File: src/rtl/array_mem_writer.sv
// array_mem_writer: fills the 32x8 array memory from a valid/ready byte
// stream and keeps a running mod-2^DATA_W checksum of the stored words.
// Optional readback pass enabled by `define ARRAY_MEM_WRITER_VERIFY_EN:
// re-reads the loaded words through mem_q and compares their sum with the
// checksum before reporting done.
module array_mem_writer #(
    parameter int unsigned ADDR_W     = 5,
    parameter int unsigned DEPTH      = 32,
    parameter int unsigned DATA_W     = 8,
    parameter int unsigned RD_LATENCY = 2
) (
    input  logic              clk,
    input  logic              rst,
    input  logic              start,
    input  logic [ADDR_W:0]   len,
    input  logic              in_valid,
    input  logic [DATA_W-1:0] in_data,
    output logic              in_ready,
    output logic [ADDR_W-1:0] mem_addr,
    output logic [DATA_W-1:0] mem_data,
    output logic              mem_wren,
    input  logic [DATA_W-1:0] mem_q,
    output logic [ADDR_W:0]   count,
    output logic [DATA_W-1:0] checksum,
    output logic              done,
    output logic              error,
    output logic [2:0]        state
);

    localparam int unsigned CNT_W  = ADDR_W + 1;
    localparam int unsigned WAIT_W = 8;

    typedef enum logic [2:0] {
        IDLE  = 3'd0,
        LOAD  = 3'd1,
        VRD   = 3'd2,
        VWAIT = 3'd3,
        VCHK  = 3'd4,
        DONE  = 3'd5,
        ERROR = 3'd6
    } state_t;

    state_t            state_q, state_d;
    logic [ADDR_W-1:0] addr_q, addr_d;
    logic [CNT_W-1:0]  count_q, count_d;
    logic [CNT_W-1:0]  len_q, len_d;
    logic [DATA_W-1:0] sum_q, sum_d;

`ifdef ARRAY_MEM_WRITER_VERIFY_EN
    logic [CNT_W-1:0]  rd_cnt_q, rd_cnt_d;
    logic [DATA_W-1:0] vsum_q, vsum_d;
    logic [WAIT_W-1:0] wait_q, wait_d;
`else
    // Read data and read latency only matter to the readback pass.
    logic unused_mem_q;
    assign unused_mem_q = ^{mem_q, WAIT_W'(RD_LATENCY)};
`endif

    assign count    = count_q;
    assign checksum = sum_q;
    assign state    = state_q;

    // State and datapath registers; in_ready/done/error registered from next state.
    always_ff @(posedge clk or posedge rst) begin
        if (rst) begin
            state_q  <= IDLE;
            addr_q   <= '0;
            count_q  <= '0;
            len_q    <= '0;
            sum_q    <= '0;
            in_ready <= 1'b0;
            done     <= 1'b0;
            error    <= 1'b0;
`ifdef ARRAY_MEM_WRITER_VERIFY_EN
            rd_cnt_q <= '0;
            vsum_q   <= '0;
            wait_q   <= '0;
`endif
        end else begin
            state_q  <= state_d;
            addr_q   <= addr_d;
            count_q  <= count_d;
            len_q    <= len_d;
            sum_q    <= sum_d;
            in_ready <= (state_d == LOAD);
            done     <= (state_d == DONE);
            error    <= (state_d == ERROR);
`ifdef ARRAY_MEM_WRITER_VERIFY_EN
            rd_cnt_q <= rd_cnt_d;
            vsum_q   <= vsum_d;
            wait_q   <= wait_d;
`endif
        end
    end

    // Next-state logic plus the same-cycle memory write/read port drive.
    always_comb begin
        state_d  = state_q;
        addr_d   = addr_q;
        count_d  = count_q;
        len_d    = len_q;
        sum_d    = sum_q;
        mem_wren = 1'b0;
        mem_addr = '0;
        mem_data = '0;
`ifdef ARRAY_MEM_WRITER_VERIFY_EN
        rd_cnt_d = rd_cnt_q;
        vsum_d   = vsum_q;
        wait_d   = wait_q;
`endif

        case (state_q)
            IDLE: begin
                if (start) begin
                    if (len == '0) begin
                        count_d = '0;
                        sum_d   = '0;
                        state_d = DONE;
                    end else if (len <= CNT_W'(DEPTH)) begin
                        len_d   = len;
                        addr_d  = '0;
                        count_d = '0;
                        sum_d   = '0;
                        state_d = LOAD;
                    end else begin
                        state_d = ERROR;
                    end
                end
            end

            LOAD: begin
                mem_addr = addr_q;
                if (in_valid) begin
                    mem_wren = 1'b1;
                    mem_data = in_data;
                    addr_d   = addr_q + ADDR_W'(1);
                    count_d  = count_q + CNT_W'(1);
                    sum_d    = sum_q + in_data;
                    if (count_d == len_q) begin
`ifdef ARRAY_MEM_WRITER_VERIFY_EN
                        rd_cnt_d = '0;
                        vsum_d   = '0;
                        state_d  = VRD;
`else
                        state_d  = DONE;
`endif
                    end
                end
            end

`ifdef ARRAY_MEM_WRITER_VERIFY_EN
            VRD: begin
                mem_addr = rd_cnt_q[ADDR_W-1:0];
                wait_d   = WAIT_W'(RD_LATENCY - 2);
                state_d  = (RD_LATENCY > 1) ? VWAIT : VCHK;
            end

            VWAIT: begin
                mem_addr = rd_cnt_q[ADDR_W-1:0];
                if (wait_q == '0) begin
                    state_d = VCHK;
                end else begin
                    wait_d = wait_q - WAIT_W'(1);
                end
            end

            VCHK: begin
                mem_addr = rd_cnt_q[ADDR_W-1:0];
                vsum_d   = vsum_q + mem_q;
                rd_cnt_d = rd_cnt_q + CNT_W'(1);
                if (rd_cnt_d == len_q) begin
                    state_d = (vsum_d == sum_q) ? DONE : ERROR;
                end else begin
                    state_d = VRD;
                end
            end
`endif

            DONE: begin
                if (!start) begin
                    state_d = IDLE;
                end
            end

            ERROR: begin
                state_d = ERROR;
            end

            default: begin
                state_d = ERROR;
            end
        endcase
    end

endmodule

File: config.mk
export PLATFORM = sky130hd
export DESIGN_NAME = array_mem_writer
export DESIGN_NICKNAME = d
export VERILOG_FILES = /design/src/rtl/array_mem_writer.sv
export SDC_FILE = /design/constraint.sdc
export NUM_CORES = 1
export LEC_CHECK = 0
export CORE_MARGIN = 2
export CORE_UTILIZATION = 42
export CTS_CLUSTER_SIZE = 12
export DETAILED_ROUTE_END_ITERATION = 8
export PLACE_DENSITY = 0.77
export SETUP_SLACK_MARGIN = 0.2
export SYNTH_ARGS = -nofsm -noshare
export SYNTH_HDL_FRONTEND = slang
export SYNTH_SLANG_ARGS = --single-unit
File: constraint.sdc
create_clock -name clk -period 1.95 [get_ports clk]
set_input_delay 0.2925 -clock clk [delete_from_list [all_inputs] [get_ports clk]]
set_output_delay 0.2925 -clock clk [all_outputs]
set_load 0.02 [all_outputs]
==> results of run 1 <==
[worst paths after layout]
kind / end / cells after the start
worst max-delay path: len_q[1] / 7
worst min-delay path: len_q[2] / 2
worst max register to register: checksum[7] / 7
worst min register to register: addr_q[4] / 1
max in group asynchronous: checksum[6] / 3
min in group asynchronous: addr_q[4] / 3
[repair_timing]
| item | in CTS | in global routing |
|---|---|---|
| gates cloned | 0 | 1 |
| resized for setup | 82 | 28 |
| endpoints found under the setup margin | 44 | 39 |
| hold buffers | 0 | 0 |
| setup buffers | 8 | 6 |
| pin swaps | 14 | 14 |
[cell families after synthesis]
logic type / count (synthesis) / synth area share
multiplexers: 6 / 0.0363
flip-flops: 31 / 0.417
AO/OA/AOI/OAI: 59 / 0.218
XOR/XNOR: 11 / 0.0518
AND/OR/NAND/NOR: 57 / 0.175
buffers and inverters: 15 / 0.0309
adder cells (fa/ha/maj): 10 / 0.0713
[cells in the final DEF (no fill, tap or decap), types with 5 or more instances in the layout]
| master | count |
|---|---|
| buf_4 | 37 |
| clkdlybuf4s50_1 | 27 |
| dfrtp_1 | 23 |
| buf_2 | 14 |
| a21oi_1 | 11 |
| buf_6 | 10 |
| nand2_1 | 9 |
| dfrtp_2 | 8 |
| o21ai_0 | 7 |
| and3_1 | 7 |
| nor2_1 | 7 |
| mux2_4 | 6 |
| a22o_1 | 6 |
| and2_4 | 6 |
| clkbuf_8 | 6 |
| nand3_1 | 5 |
| xor2_1 | 5 |
| inv_1 | 5 |
| ha_4 | 5 |
[worst register-to-register path, delay by kind of cell, from the launching register on]
family | cells | cell delay [ns]
AND/OR/NAND/NOR | 2 | 0.68
AO/OA/AOI/OAI | 3 | 0.45
flip-flops | 1 | 0.41
adder cells (fa/ha/maj) | 1 | 0.18
buffers and inverters | 1 | 0.12
[metrics by stage]
step                cells  worst slack [ns]  hold slack (ns)
detailed placement    315            -0.758            0.496
global route          337           -0.0417            0.234
floorplan             189            -0.222            0.396
finish                337         -0.000116            0.234
CTS                   330           -0.0740            0.231
global placement      315            -0.707            0.488
[area by class of cell]
cell class,count,area share
sequential,31,0.260
multi-input combinational,143,0.407
timing repair inverter,1,0.00165
clock inverter,1,0.00165
clock buffer,6,0.0273
timing repair buffer,97,0.273
inverter,6,0.00910
tap,52,0.0215
[synth_stat cells]
cell type	n	area, µm²
a211o_1	3	26.3
a211oi_1	2	15.0
a21boi_0	1	7.51
a21o_1	2	15.0
a21oi_1	13	65.1
a22o_1	6	52.6
a31oi_1	4	25.0
a41oi_1	4	35.0
and2_1	10	62.6
and3_1	8	50.1
and4_1	1	8.76
buf_2	1	5.00
clkbuf_1	8	30.0
dfrtp_1	31	776
fa_1	1	20.0
ha_1	9	113
inv_1	6	22.5
mux2_2	6	67.6
nand2_1	10	37.5
nand2b_1	2	12.5
nand3_1	6	30.0
nand3b_1	2	15.0
nand4_1	1	6.26
nor2_1	8	30.0
nor2b_1	2	12.5
nor3_1	2	10.0
nor3_4	1	16.3
o2111ai_1	1	8.76
o211ai_1	3	22.5
o21a_1	2	15.0
o21ai_0	9	45.0
o21ba_2	1	10.0
o21bai_1	3	22.5
o221ai_1	1	8.76
o22ai_1	1	6.26
o2bb2ai_1	1	8.76
o31ai_1	1	7.51
o41ai_1	1	8.76
or3b_4	1	11.3
or4_1	3	22.5
xnor2_1	6	52.6
xor2_1	5	43.8
[registers in the layout, summed over array words and instances, names as in the netlist]
signal / cells
done: 1
count: 6
checksum: 8
len_q: 6
error: 1
in_ready: 1
addr_q: 5
state: 3
[metal layers]
metal,up-vias,wire length (µm),global-route usage
met5,-,0,0
met3,10,173,0.0513
li1,896,-,-
met1,890,2230,0.273
met4,0,99,0.0755
met2,38,2700,0.356
[report_power, final]
group	internal (W)	switching (W)	leakage, nW	total (W)
combinational	0.000104	0.0000810	1.02	0.000185
clock	0.000276	0.000231	0.0470	0.000507
sequential	0.000658	0.0000148	0.398	0.000673
==> impl_metrics.toml, run 1 <==
[clock_tree]
numCtsBuffers = 5
cts_tree = "built"
clockRootBuffer = "clkbuf_8"
cts.sink_count = 31
clock_path_buffers = 2
htree_levels = 2
clk-insertion-delay-late_ns = 0.29
clk_pin_slew_worst_paths_ns = 0.07

[worst_hold_path]
min_from = "len[2]"
hp-class = "primary input to flip-flop"

[final_layout]
layout.nets = 321
final_core_util = 0.700
multi_input_area_mm2 = 0.00123
fillers = 335
layout-drive-gt1-share = 0.404
diodes = 0
regArea_um2 = 786
fin_area_mm2 = 0.00303
area.growth.synth_to_final_pct = 62.6

[power_and_ir_drop]
total_power_w = 0.00136
ir_worst_vdd_mv = 0.349
p_leak_nw = 1.46
power-per-cell-area_mw_per_mm2 = 451

[floorplan]
fp-row-count = 24
die_height_um = 70.6
ios = 60
core_area_mm2 = 0.00432
dieWidth_um = 70.6
start_util = 0.430
design.die.area_mm2 = 0.00498

[placed_design]
post_dp_cell_area_mm2 = 0.00274
port_buffers = 51
place_congestion = 0.875
place_hpwl_um = 3460

[setup_path]
crit_start = "len[2]"
worstPathMaxFanout = 4
cp_slowest_cell = "or4_4"
cpLargestDelayFamily = "simple AND/OR/NAND/NOR gates"
end_kind = "flip-flop"
critical_path_class = "primary input to flip-flop"
reg2reg_slack_ns = 0.04
max_stage_delay_ns = 0.54
cp_data_required_time_ns = 2.12
worstReg2RegStart = "checksum[0]"
path_buf_inv = 2
worstPathArrival_ns = 2.12
start_kind = "primary input"
crit_path_frequent_cell = "buf_6"
crit_chain = "buf_6 > or4_4 > o21a_1 > or3b_4 > nor3_4 > buf_6 > mux2_4"

[synthesis]
syn_area_mm2 = 0.00186
syn_inst = 189
syn_nets = 225
ys_ff_latch = 31
ys_seq_area_frac = 0.417
yosysUniqueCellTypes = 42
ys_warn_count = 0
syn_area_per_cell_um2 = 9.84

[drt]
firstDrtPassIters = 4
vias_per_cell = 5.44
drt-wirelength-per-cell_um = 15.4
routed_wl_um = 5200
postRouteAntennaNets = 0
drt_iter0_markers = 77
remaining_drc_errors = 0
vias = 1834

[timing]
timing.fmax_ghz = 0.513
maxSlewViolCount = 0
rsz0062_at_grt = "true"
fin_tns_setup_ns = -0.000116
final-hold-violation-count = 0
slew_headroom = 0.733
min_period_ns = 1.95
finalSetupViolations = 1
final.period_utilization = 1.00
setup_ws_ns = -0.000116
worst_slew_pin_slew_ns = 0.401
fin_skew_ns = 0.00744

[run_status]
violations = "setup timing"
status = "finished with violations"

[grt]
antenna_found_initial = 0
grt_pass1_vias = 1714
grt_first_pass_wirelength_um = 8360
grt_max_degree = 32
grt.total_usage = 0.213
grt_overflow = 0

[job]
maxCapViolCount = 0
Note: power is estimated with default switching activity, not from simulation.
==> run 2, diff against run 1 <==
ABC_AREA = 1   (was unset)
PLACE_DENSITY = 0.76   (was 0.77)
==> run 2 against run 1 <==
The run now ends clean. Largest power group unchanged. Combinational power increased by 39%. Core utilization fell by 7.9 points. Die area grew 4.8%. Power up 7.6%. Fmax rose by 9.0%.
==> impl_metrics.toml, run 2 <==
[synthesis]
synth.most_common_cell = "nand2_1"
syn_inst = 259
yosys.area_share.simple = 0.322
synth_top_family_by_area = "simple AND/OR/NAND/NOR gates"
ys_ff_latch = 31
ys_warn_count = 0
synthTopCellsByCount = "nand2_1 (74), dfrtp_1 (31), inv_1 (31)"
synth_top_area_frac = 0.397
synth_ff_type = "dfrtp_1"
yosys.area.top_type = "dfrtp_1"
synth_adder_area_share = 0.0678
synth-xor-area-share = 0.0313
synthMuxAreaShare = 0
ys_seq_area_frac = 0.397
syn_area_mm2 = 0.00196
synthArstFlopShare = 1.00
synth_compound_area_frac = 0.108
yosysUniqueCellTypes = 32
synth_edf_count = 0
yosys-top-cells-area = "dfrtp_1 (40%), nand2_1 (14%), inv_1 (6.0%), ha_1 (5.8%), nor2_1 (5.6%)"
syn_area_per_cell_um2 = 7.55
syn_nets = 295

[grt]
antenna_found_initial = 0
grt_first_pass_wirelength_um = 7670
grt_max_degree = 32
grt.total_usage = 0.187
grt_overflow = 0
grt_pass1_vias = 1775

[setup_path]
crit_chain = "clkdlybuf4s50_1"
cpLargestDelayFamily = "buffers and inverters"
start_kind = "flip-flop"
worstPathArrival_ns = 1.50
end_kind = "output port"
worstPathMaxFanout = 5
max_stage_delay_ns = 0.67
path_buf_inv = 1
cp_data_required_time_ns = 1.66
critical_path_class = "flip-flop to output port"
cp_slowest_cell = "clkdlybuf4s50_1"

[timing]
maxSlewViolCount = 0
rsz0062_at_grt = "true"
worst_slew_pin_slew_ns = 0.406
timing.fmax_ghz = 0.559
final.period_utilization = 0.918
slew_headroom = 0.729
fin_skew_ns = 0.00204
finalSetupViolations = 0
final-hold-violation-count = 0
min_period_ns = 1.79

[final_layout]
layout-drive-gt1-share = 0.171
fin_area_mm2 = 0.00274
final_common_cell = "nand2_1"
largest_reg_flops = 8
final_cell_mix = "nand2_1 (74), clkdlybuf4s50_1 (36), inv_1 (31)"
layout.nets = 369
fillers = 408
diodes = 0
area.growth.synth_to_final_pct = 40.1

[drt]
drt-wirelength-per-cell_um = 12.4
postRouteAntennaNets = 0
vias = 1952
vias_per_cell = 5.07
routed_wl_um = 4780
remaining_drc_errors = 0
drt_iter0_markers = 78
firstDrtPassIters = 4

[clock_tree]
cts.sink_count = 31
numCtsBuffers = 5
clock_path_buffers = 2
cts_tree = "built"
clk-insertion-delay-late_ns = 0.28
htree_levels = 2
clk_pin_slew_worst_paths_ns = 0.07
clockRootBuffer = "clkbuf_8"
hold_buffers = 0

[floorplan]
design.die.area_mm2 = 0.00522
ios = 60
core_area_mm2 = 0.00441
dieWidth_um = 72.2
start_util = 0.443
die_height_um = 72.2
fp-row-count = 24

[power_and_ir_drop]
ir_worst_vdd_mv = 0.433
power-per-cell-area_mw_per_mm2 = 536
total_power_w = 0.00147
p_leak_nw = 1.44

[placed_design]
port_buffers = 51
place_hpwl_um = 3520
post_dp_cell_area_mm2 = 0.00260
place_congestion = 0.884

[run_status]
status = "finished clean"

[job]
maxCapViolCount = 0

[worst_hold_path]
hp-class = "primary input to async pin"
run 2: cell types whose count changed after synthesis, sizes merged, moves of 4 or more:
cell | previous run | this run
a22o | 6 | 0
a41oi | 4 | 0
and2 | 10 | 0
and3 | 8 | 0
clkbuf | 8 | 1
inv | 6 | 31
mux2 | 6 | 0
nand2 | 10 | 76
nand3 | 6 | 19
nand4 | 1 | 6
nor2 | 8 | 34
o21ai | 9 | 15
xnor2 | 6 | 2
run 2: tightest hold or removal path: stages:
cell and delay, ns:
clkdlybuf4s50_1 0.40, inv_1 0.05, buf_4 0.36
run 2: cell type report:
cell class,count,area (µm²),share of cell area
sequential,31,779,0.284
timing repair buffer,70,624,0.228
clock buffer,6,82.6,0.0301
clock inverter,1,5.00,0.00183
tap,52,65.1,0.0237
multi-input combinational,194,1070,0.389
inverter,31,116,0.0425
run 2: timing repair:
| item | CTS | global route |
|---|---|---|
| endpoints found under the setup margin | 30 | 30 |
| resized for setup | 45 | 23 |
| pin swaps | 0 | 4 |
| gates cloned | 0 | 1 |
| buffers inserted | 2 | 4 |
run 2: layer usage:
layer / GRT usage / wire [µm] / up-vias
met5: 0 / 0 / -
met4: 0.0839 / 93 / 0
met3: 0.0417 / 289 / 8
met2: 0.303 / 2170 / 57
met1: 0.241 / 2230 / 901
li1: - / - / 986
run 2: stage by stage:
step / cells / hold WS (ns) / setup slack, ns / TNS, ns / util
final: 385 / 0.397 / 0.160 / 0 / 0.621
after global routing: 385 / 0.481 / 0.131 / 0 / 0.621
after CTS: 380 / 0.402 / 0.199 / 0 / 0.618
after detailed placement: 371 / 0.483 / -0.0375 / -0.184 / 0.589
after global placement: 371 / 0.482 / -0.0398 / -0.117 / 0.589
after floorplan: 259 / 0.396 / 0.318 / 0 / -
run 2: path summary, 6_finish.rpt:
path	from	slack [ns]	depth (start not counted)	endpoint
max	state[0]	0.16	1	state[0]
min	rst	0.40	3	error
max reg2reg	state[1]	0.24	9	addr_q[4]
min reg2reg	len_q[2]	0.49	2	len_q[2]
max in group asynchronous	rst	1.23	3	count[2]
min in group clk	len_q[2]	0.49	2	len_q[2]
run 2: logic make-up after synthesis:
family / after synthesis
buf+inv: 35
compound gates: 37
simple gates: 139
flops: 31
fa+ha+maj: 10
xor+xnor: 7
run 2: power breakdown:
group          leakage (nW)  internal (W)  switching (W)
Clock                0.0470      0.000277       0.000246
Combinational          1.04      0.000121       0.000136
Sequential            0.354      0.000665      0.0000236
==> run 3, diff against run 2 <==
ABC_AREA = unset   (was 1)
PLACE_DENSITY = 0.77   (was 0.76)
==> results of run 3 <==
Final layout, timing and power as in run 1 (identical DEF).
